==> src/rtl/ysyx_25040129_mem_arbiter.sv <==
// Arbiter sharing the single MMU AXI-lite port between the IFU (read-only) and LSU (read/write).
// One transaction per registered grant; responses are routed only to the granted master.
module ysyx_25040129_mem_arbiter #(
    parameter bit ROUND_ROBIN = 1'b1
) (
    input  logic        clk,
    input  logic        rst,

    input  logic [31:0] ifu_araddr,
    input  logic [31:0] ifu_arsatp,
    input  logic        ifu_arvalid,
    output logic        ifu_arready,
    input  logic [2:0]  ifu_arsize,
    input  logic [7:0]  ifu_arlen,
    input  logic [1:0]  ifu_arburst,
    output logic [31:0] ifu_rdata,
    output logic [1:0]  ifu_rresp,
    output logic        ifu_rvalid,
    output logic        ifu_rlast,
    input  logic        ifu_rready,

    input  logic [31:0] lsu_araddr,
    input  logic [31:0] lsu_arsatp,
    input  logic        lsu_arvalid,
    output logic        lsu_arready,
    input  logic [2:0]  lsu_arsize,
    input  logic [7:0]  lsu_arlen,
    input  logic [1:0]  lsu_arburst,
    output logic [31:0] lsu_rdata,
    output logic [1:0]  lsu_rresp,
    output logic        lsu_rvalid,
    output logic        lsu_rlast,
    input  logic        lsu_rready,
    input  logic [31:0] lsu_awaddr,
    input  logic [31:0] lsu_awsatp,
    input  logic        lsu_awvalid,
    output logic        lsu_awready,
    input  logic [31:0] lsu_wdata,
    input  logic [3:0]  lsu_wstrb,
    input  logic        lsu_wvalid,
    output logic        lsu_wready,
    output logic [1:0]  lsu_bresp,
    output logic        lsu_bvalid,
    input  logic        lsu_bready,

    output logic [31:0] out_araddr,
    output logic [31:0] out_arsatp,
    output logic        out_arvalid,
    input  logic        out_arready,
    output logic [2:0]  out_arsize,
    output logic [7:0]  out_arlen,
    output logic [1:0]  out_arburst,
    input  logic [31:0] out_rdata,
    input  logic [1:0]  out_rresp,
    input  logic        out_rvalid,
    input  logic        out_rlast,
    output logic        out_rready,
    output logic [31:0] out_awaddr,
    output logic [31:0] out_awsatp,
    output logic        out_awvalid,
    input  logic        out_awready,
    output logic [31:0] out_wdata,
    output logic [3:0]  out_wstrb,
    output logic        out_wvalid,
    input  logic        out_wready,
    input  logic [1:0]  out_bresp,
    input  logic        out_bvalid,
    output logic        out_bready
);

    localparam logic [1:0] IDLE   = 2'd0;
    localparam logic [1:0] RD_IFU = 2'd1;
    localparam logic [1:0] RD_LSU = 2'd2;
    localparam logic [1:0] WR_LSU = 2'd3;

    logic [1:0] state;
    logic [1:0] state_next;
    logic       ar_done;
    logic       aw_done;
    logic       w_done;
    logic       last_lsu;

    logic write_req;
    logic read_conflict;
    logic lsu_wins;

    assign write_req     = lsu_awvalid && lsu_wvalid;
    assign read_conflict = (state == IDLE) && !write_req && ifu_arvalid && lsu_arvalid;
    assign lsu_wins      = (ROUND_ROBIN == 1'b0) || !last_lsu;

    // Grant is decided only in IDLE; a write always beats an LSU read
    always_comb begin
        state_next = state;
        case (state)
            IDLE: begin
                if (write_req)
                    state_next = WR_LSU;
                else if (ifu_arvalid && lsu_arvalid)
                    state_next = lsu_wins ? RD_LSU : RD_IFU;
                else if (lsu_arvalid)
                    state_next = RD_LSU;
                else if (ifu_arvalid)
                    state_next = RD_IFU;
            end
            RD_IFU: if (out_rvalid && ifu_rready && out_rlast) state_next = IDLE;
            RD_LSU: if (out_rvalid && lsu_rready && out_rlast) state_next = IDLE;
            WR_LSU: if (out_bvalid && lsu_bready) state_next = IDLE;
            default: state_next = IDLE;
        endcase
    end

    always_ff @(posedge clk) begin
        if (rst) begin
            state    <= IDLE;
            ar_done  <= 1'b0;
            aw_done  <= 1'b0;
            w_done   <= 1'b0;
            last_lsu <= 1'b0;
        end else begin
            state <= state_next;
            if (read_conflict && ROUND_ROBIN)
                last_lsu <= lsu_wins;
            if (state_next == IDLE) begin
                ar_done <= 1'b0;
                aw_done <= 1'b0;
                w_done  <= 1'b0;
            end else begin
                if (out_arvalid && out_arready) ar_done <= 1'b1;
                if (out_awvalid && out_awready) aw_done <= 1'b1;
                if (out_wvalid && out_wready)   w_done  <= 1'b1;
            end
        end
    end

    // Data returns are broadcast; only the granted master ever sees a valid
    assign ifu_rdata = out_rdata;
    assign ifu_rresp = out_rresp;
    assign ifu_rlast = out_rlast;
    assign lsu_rdata = out_rdata;
    assign lsu_rresp = out_rresp;
    assign lsu_rlast = out_rlast;
    assign lsu_bresp = out_bresp;

    always_comb begin
        out_araddr  = 32'd0;
        out_arsatp  = 32'd0;
        out_arvalid = 1'b0;
        out_arsize  = 3'd0;
        out_arlen   = 8'd0;
        out_arburst = 2'd0;
        out_rready  = 1'b0;
        out_awaddr  = 32'd0;
        out_awsatp  = 32'd0;
        out_awvalid = 1'b0;
        out_wdata   = 32'd0;
        out_wstrb   = 4'd0;
        out_wvalid  = 1'b0;
        out_bready  = 1'b0;
        ifu_arready = 1'b0;
        ifu_rvalid  = 1'b0;
        lsu_arready = 1'b0;
        lsu_rvalid  = 1'b0;
        lsu_awready = 1'b0;
        lsu_wready  = 1'b0;
        lsu_bvalid  = 1'b0;
        case (state)
            RD_IFU: begin
                out_araddr  = ifu_araddr;
                out_arsatp  = ifu_arsatp;
                out_arvalid = ifu_arvalid && !ar_done;
                out_arsize  = ifu_arsize;
                out_arlen   = ifu_arlen;
                out_arburst = ifu_arburst;
                ifu_arready = out_arready && !ar_done;
                ifu_rvalid  = out_rvalid;
                out_rready  = ifu_rready;
            end
            RD_LSU: begin
                out_araddr  = lsu_araddr;
                out_arsatp  = lsu_arsatp;
                out_arvalid = lsu_arvalid && !ar_done;
                out_arsize  = lsu_arsize;
                out_arlen   = lsu_arlen;
                out_arburst = lsu_arburst;
                lsu_arready = out_arready && !ar_done;
                lsu_rvalid  = out_rvalid;
                out_rready  = lsu_rready;
            end
            WR_LSU: begin
                out_awaddr  = lsu_awaddr;
                out_awsatp  = lsu_awsatp;
                out_awvalid = lsu_awvalid && !aw_done;
                out_wdata   = lsu_wdata;
                out_wstrb   = lsu_wstrb;
                out_wvalid  = lsu_wvalid && !w_done;
                lsu_awready = out_awready && !aw_done;
                lsu_wready  = out_wready && !w_done;
                lsu_bvalid  = out_bvalid;
                out_bready  = lsu_bready;
            end
            default: ;
        endcase
    end

    // A granted master must hold its request valid until the handshake completes
    a_ifu_ar_hold: assert property (@(posedge clk) disable iff (rst)
        (state == RD_IFU && !ar_done) |-> ifu_arvalid)
        else $error("ifu_arvalid dropped before AR handshake");
    a_lsu_ar_hold: assert property (@(posedge clk) disable iff (rst)
        (state == RD_LSU && !ar_done) |-> lsu_arvalid)
        else $error("lsu_arvalid dropped before AR handshake");
    a_lsu_aw_hold: assert property (@(posedge clk) disable iff (rst)
        (state == WR_LSU && !aw_done) |-> lsu_awvalid)
        else $error("lsu_awvalid dropped before AW handshake");
    a_lsu_w_hold: assert property (@(posedge clk) disable iff (rst)
        (state == WR_LSU && !w_done) |-> lsu_wvalid)
        else $error("lsu_wvalid dropped before W handshake");

endmodule

==> config.mk <==
export PLATFORM = sky130hd
export DESIGN_NAME = ysyx_25040129_mem_arbiter
export DESIGN_NICKNAME = d
export VERILOG_FILES = /design/src/rtl/ysyx_25040129_mem_arbiter.sv
export SDC_FILE = /design/constraint.sdc
export NUM_CORES = 1
export LEC_CHECK = 0
export BUFFER_PORTS_ARGS = -buffer_cell sky130_fd_sc_hd__buf_2
export CORE_AREA = 5 5 219 221
export CTS_CLUSTER_SIZE = 30
export DETAILED_ROUTE_END_ITERATION = 8
export DIE_AREA = 0 0 224 226
export GPL_ROUTABILITY_DRIVEN = 0
export GPL_TIMING_DRIVEN = 1
export RECOVER_POWER = 50
export SLEW_MARGIN = 0
export SYNTH_ARGS = -nofsm -noshare
export SYNTH_HDL_FRONTEND = slang
export SYNTH_SLANG_ARGS = --single-unit
export TNS_END_PERCENT = 20
==> constraint.sdc <==
create_clock -name clk -period 3.9 [get_ports clk]
set_clock_uncertainty 0.1 [all_clocks]
set_input_delay 0.195 -clock clk [delete_from_list [all_inputs] [get_ports clk]]
set_output_delay 0.195 -clock clk [all_outputs]
set_load 0.005 [all_outputs]
## Yosys cells after proc, flatten, opt, wreduce, memory -nomap -nowiden

Index checks and enable logic that the tools add are counted.

- Bits in registers: 6
- Bits of input ports: 305
- Output and inout port bits: 261

- Equal/unequal tests: 3
- Muxes and demuxes: 30
- Reduce and logical (&&, ||, !) cells: 28

Operators with widths:

| kind | number |
|---|---|
| $pmux 32 s2 | 2 |
| $mux 32 | 3 |
| $logic_and 1x1->1 | 20 |
| $mux 2 | 8 |
| $pmux 8 s2 | 1 |
| $mux 1 | 10 |
| $pmux 2 s4 | 1 |
| $pmux 3 s2 | 1 |
| $logic_not 1->1 | 5 |
| $eq 2x2->1 const B | 2 |
| $logic_not 2->1 | 2 |
| $mux 4 | 1 |
| $pmux 1 s2 | 2 |
| $pmux 2 s2 | 1 |
| $eq 2x1->1 const B | 1 |
| $reduce_or 2->1 | 1 |

## Logic depth before layout (Yosys ltp)

- Word-level depth: 7
- Depth in mapped cells: 6
- Mapped depth without buffers: 6

## Least setup slack after synthesis

No wires, ideal clock.

- Path kind: register -> output
- Start point: reg state[0]
- End point: out out_araddr[17]
- Arrival time: 1.229 ns
- Required time: 3.605 ns
- Slack: 2.376 ns
- Stages on the path, launching flop included: 5
- Path through: dfxtp_1 > inv_1 > ha_1 > clkbuf_1 > nor2b_1

- Cells in the longest elaborated chain, start to end: 2

RTL lines:

| element | line | text |
|---|---|---|
| start, declared | 76 | `logic [1:0] state;` |
| start signal, assigned | 120 | `state <= state_next;` |
| $eq 2x2->1 or $eq 2x1->1 (tied branches) | 166 | `case (state)` |
| $pmux 32 s2 (*) | 166 |  |
| end, declared | 46 | `output logic [31:0] out_araddr,` |

Every way passes the cells marked *; elsewhere a longest branch is shown, timed or not.

## Final worst setup path

- Start point: reg state[1]
- End point: out out_araddr[30]

The elaborated chain is that of the path after synthesis.

==> summary by stage <==
STA
For this run, the top clock speed supported by timing is 334.7 MHz. The worst-case headroom to the max-slew limit is 6.704%. The final-report max-slew violation count is 0. After layout, the minimum clock period comes to 2.988 ns. After layout, the worst path uses 76.61% of the clock period. Setup repair after global routing left no endpoint under its margin.

The final number of hold-violating endpoints is 0. The total of endpoints with negative setup slack in the final report is 0. The slew at the pin closest to its max-slew limit is 1.399 ns. The total negative slack is 0 ns.

Critical path
The capture instance of the worst register-to-register path is ar_done. The maximum net fanout on the critical path is 64. The data required time of the worst path is 3.61 ns. The type of the setup path with the least slack is reg -> out.

The start of the worst register-to-register path is state[1]. The worst reg-to-reg setup slack is 1.52 ns. The number of cells on the worst reg-to-reg path is 5. The kind of start point of the critical path is a register. STA puts the critical path data arrival time at 2.69 ns. The worst setup path is captured at an output port.

Power and ir drop
Summed over all nets, the switching power comes to 1.010 mW. The combinational fraction of design power is 87.0%. The fraction of power spent switching nets is 49.12%.

Across the VDD grid, the largest voltage drop is 242.8 uV. Dividing total power by cell area gives a power density of 385.8 nW/um^2. Per report_power, the sequential group accounts for 4.7% of the total. The clock share of power is 8.3%. The design internal power is 1.046 mW. The cell leakage power is 2.743 nW. The total power is 2.056 mW.

Floorplan
The core box area is 45960 um^2. The die area is 50620 um^2. The total I/O pin count is 566.

The floorplan die height is 226 um. The floorplan has 79 rows. The starting density of the core is 6.302%. The x dimension of the die is 224 um.

Global route
The number of global-route vias before repair is 3957. The global-route usage over all layers is 6.299%. The number of antenna violations at the first check in global routing is 8. The global-route wire length before repair is 25020 um.

Entering global routing, the biggest net connects 86 pins. After global routing the overflow that remains totals 0.

Finish
At the end of the flow, the number of nets in the layout was 1089. The post-route netlist has 57.92% of its cells at a drive strength greater than 1. Once layout is done, the placed cells without fillers occupy 5329 um^2. Fill cells in the final layout number 5354. The relative area change from synthesis to final layout is 83.97%.

Logic synthesis
Yosys printed 0 warnings. After synthesis, the largest area contributor takes up 22.46% of total cell area. After synthesis, the mean cell area works out to 6.896 um^2. The post-synthesis instance total is 420. The portion of the post-synthesis area used by sequential elements is 4.147%. In this run, synthesis inferred 0 flip-flops with an integrated enable. By count the netlist is led by and2_1, nor2b_1, a22oi_1, buf_4, buf_2.

The async set-or-reset flop fraction in the synthesized netlist is 0%. The most numerous cell in the Yosys netlist is and2_1. Synthesis instantiated 25 different standard cells from the library. The biggest area contributor in the post-synthesis netlist is and2_1.

The post-synthesis register bit count is 6. Yosys attributes the largest share of cell area to and2_1, a22oi_1, buf_4. The cell area that synthesis handed to floorplanning was 2897 um^2.

When the netlist entered floorplanning its net count stood at 730. The most used flip-flop cell after synthesis is dfxtp_1.

Clocking
The clock reaches the later pin of the worst-skew pair after 0.23 ns. Counting the buffers created by CTS gives 3. The count of cells resized by post-cts repair is 0. The clock transition at the registers of the reported paths is 0.04 ns. The count of H-tree levels built during CTS is 1. In this run the deepest clock path goes through 2 buffers.

TritonCTS built the clock tree. The number of buffers inserted to repair setup after CTS is 0. The number of sinks on the clock net is 6. The number of hold buffers added after CTS is 0. The clock tree root driver cell is clkbuf_16.

Place
Summed over all nets, the half-perimeter wirelength after detailed placement is 16240 um. The total cell area at the placement stage is 5296 um^2. During placement, the flow inserted port buffers numbering 459.

Route
The antenna violation net count after detailed routing is 0. After the first detailed-routing iteration, the DRC count stood at 253. The routed length per placed instance is 13.62 um. The total wirelength of the detailed-routed design is 18890 um. The pre-antenna-repair detailed-routing pass consisted of 4 iterations. The detailed router placed 4242 vias in this run. The average vias per placed instance is 3.058.

The DRC violations left is 0.

Min path
In this run the most critical hold path is launched from rst. The path with the worst hold slack has its endpoint at last_lsu. The path class of the tightest hold or removal check is in -> reg. Along the worst hold path, the cell count comes to 2.

Flow run
Across the run, the number of max-cap violations was 0.

Run status
The flow ran to the end, and the final reports show no timing, DRC or antenna violations.
## kinds of logic (layout without fill, tap and decap cells)
logic type	count (synthesis)	after routing	synth area share, %
AOI/OAI and AO/OA	88	88	23.02
adders and majority gates	5	5	2.160
xor gates and xnor gates	1	1	0.3024
other	0	3	0
and+or+nand+nor	207	207	44.58
buffers and inverters	112	469	25.27
muxes	1	1	0.5182
DFF	6	6	4.147
## placed cells by master (no fill, tap or decap), drive strengths merged
master,instances
o211a,1
and2,104
nand2,5
nor2,3
a31oi,3
nand3,3
nand3b,2
nand4,1
buf,437
nor2b,79
dfxtp,6
a21oi,5
diode,3
a211oi,1
inv,2
and3b,6
clkbuf,30
ha,5
nor3,3
xor2,1
mux2,1
a22oi,78
nor4,1
## how the worst max path moves through the flow
stage	slack [ns]	from	cells after the start	to
2_1_floorplan	2.38	state[0]	4	out_araddr[17]
3_3_place_gp	1.28	state[0]	5	out_arlen[0]
3_5_place_dp	1.24	state[0]	5	out_arlen[0]
4_1_cts	0.99	state[0]	5	out_arlen[0]
5_1_grt	0.71	state[1]	6	out_araddr[30]
6_report	0.91	state[1]	6	out_araddr[30]
## power by group through the flow
stage / clock [mW] / combinational [mW] / sequential, mW
2_1_floorplan: 0 / 1.15 / 0.0911
3_3_place_gp: 0 / 1.86 / 0.101
3_5_place_dp: 0 / 1.86 / 0.101
4_1_cts: 0.172 / 1.87 / 0.100
5_1_grt: 0.176 / 1.99 / 0.101
6_report: 0.170 / 1.79 / 0.0972
## registers in the layout, indices dropped and copies added (netlist names)
register and count:
ar_done 1, aw_done 1, last_lsu 1, state 2
w_done 1
## routing by layer
layer / track usage (%) / part of all wire, %
met1: 8.406 / 42
met3: 2.743 / 12
met4: 1.324 / 1.7
met5: 0 / 0.35
met2: 9.455 / 44
## critical path, cell delays in order, from the launching register on
cell,delay [ns]
dfxtp_1,0.36
inv_1,0.13
ha_2,1.07
buf_4,0.35
a22oi_1,0.09
nor2b_1,0.20
buf_2,0.15
## metrics by stage
| stage | hold slack (ns) | std cells | setup WS, ns | utilization, % |
|---|---|---|---|---|
| 6_report | 0.06226 | 1387 | 0.9122 | 11.59 |
| 5_1_grt | 0.07930 | 1384 | 0.7065 | 11.58 |
| 4_1_cts | 0.07984 | 1384 | 0.9896 | 11.69 |
| 3_5_place_dp | 0.2901 | 1381 | 1.236 | 11.52 |
| 3_3_place_gp | 0.2901 | 1381 | 1.280 | 11.52 |
| 2_1_floorplan | 0.1674 | 420 | 2.376 | - |
## final cells by class
cell class	instances	area (um^2)	share of cell area, %
antenna	3	7.507	0.1409
clock buffer	3	75.07	1.409
inverter	2	7.507	0.1409
multi-input combinational	302	2057	38.60
sequential	6	120.1	2.254
tap	607	759.5	14.25
timing repair buffer	464	2302	43.20
Power figures use the tool's default switching activity.
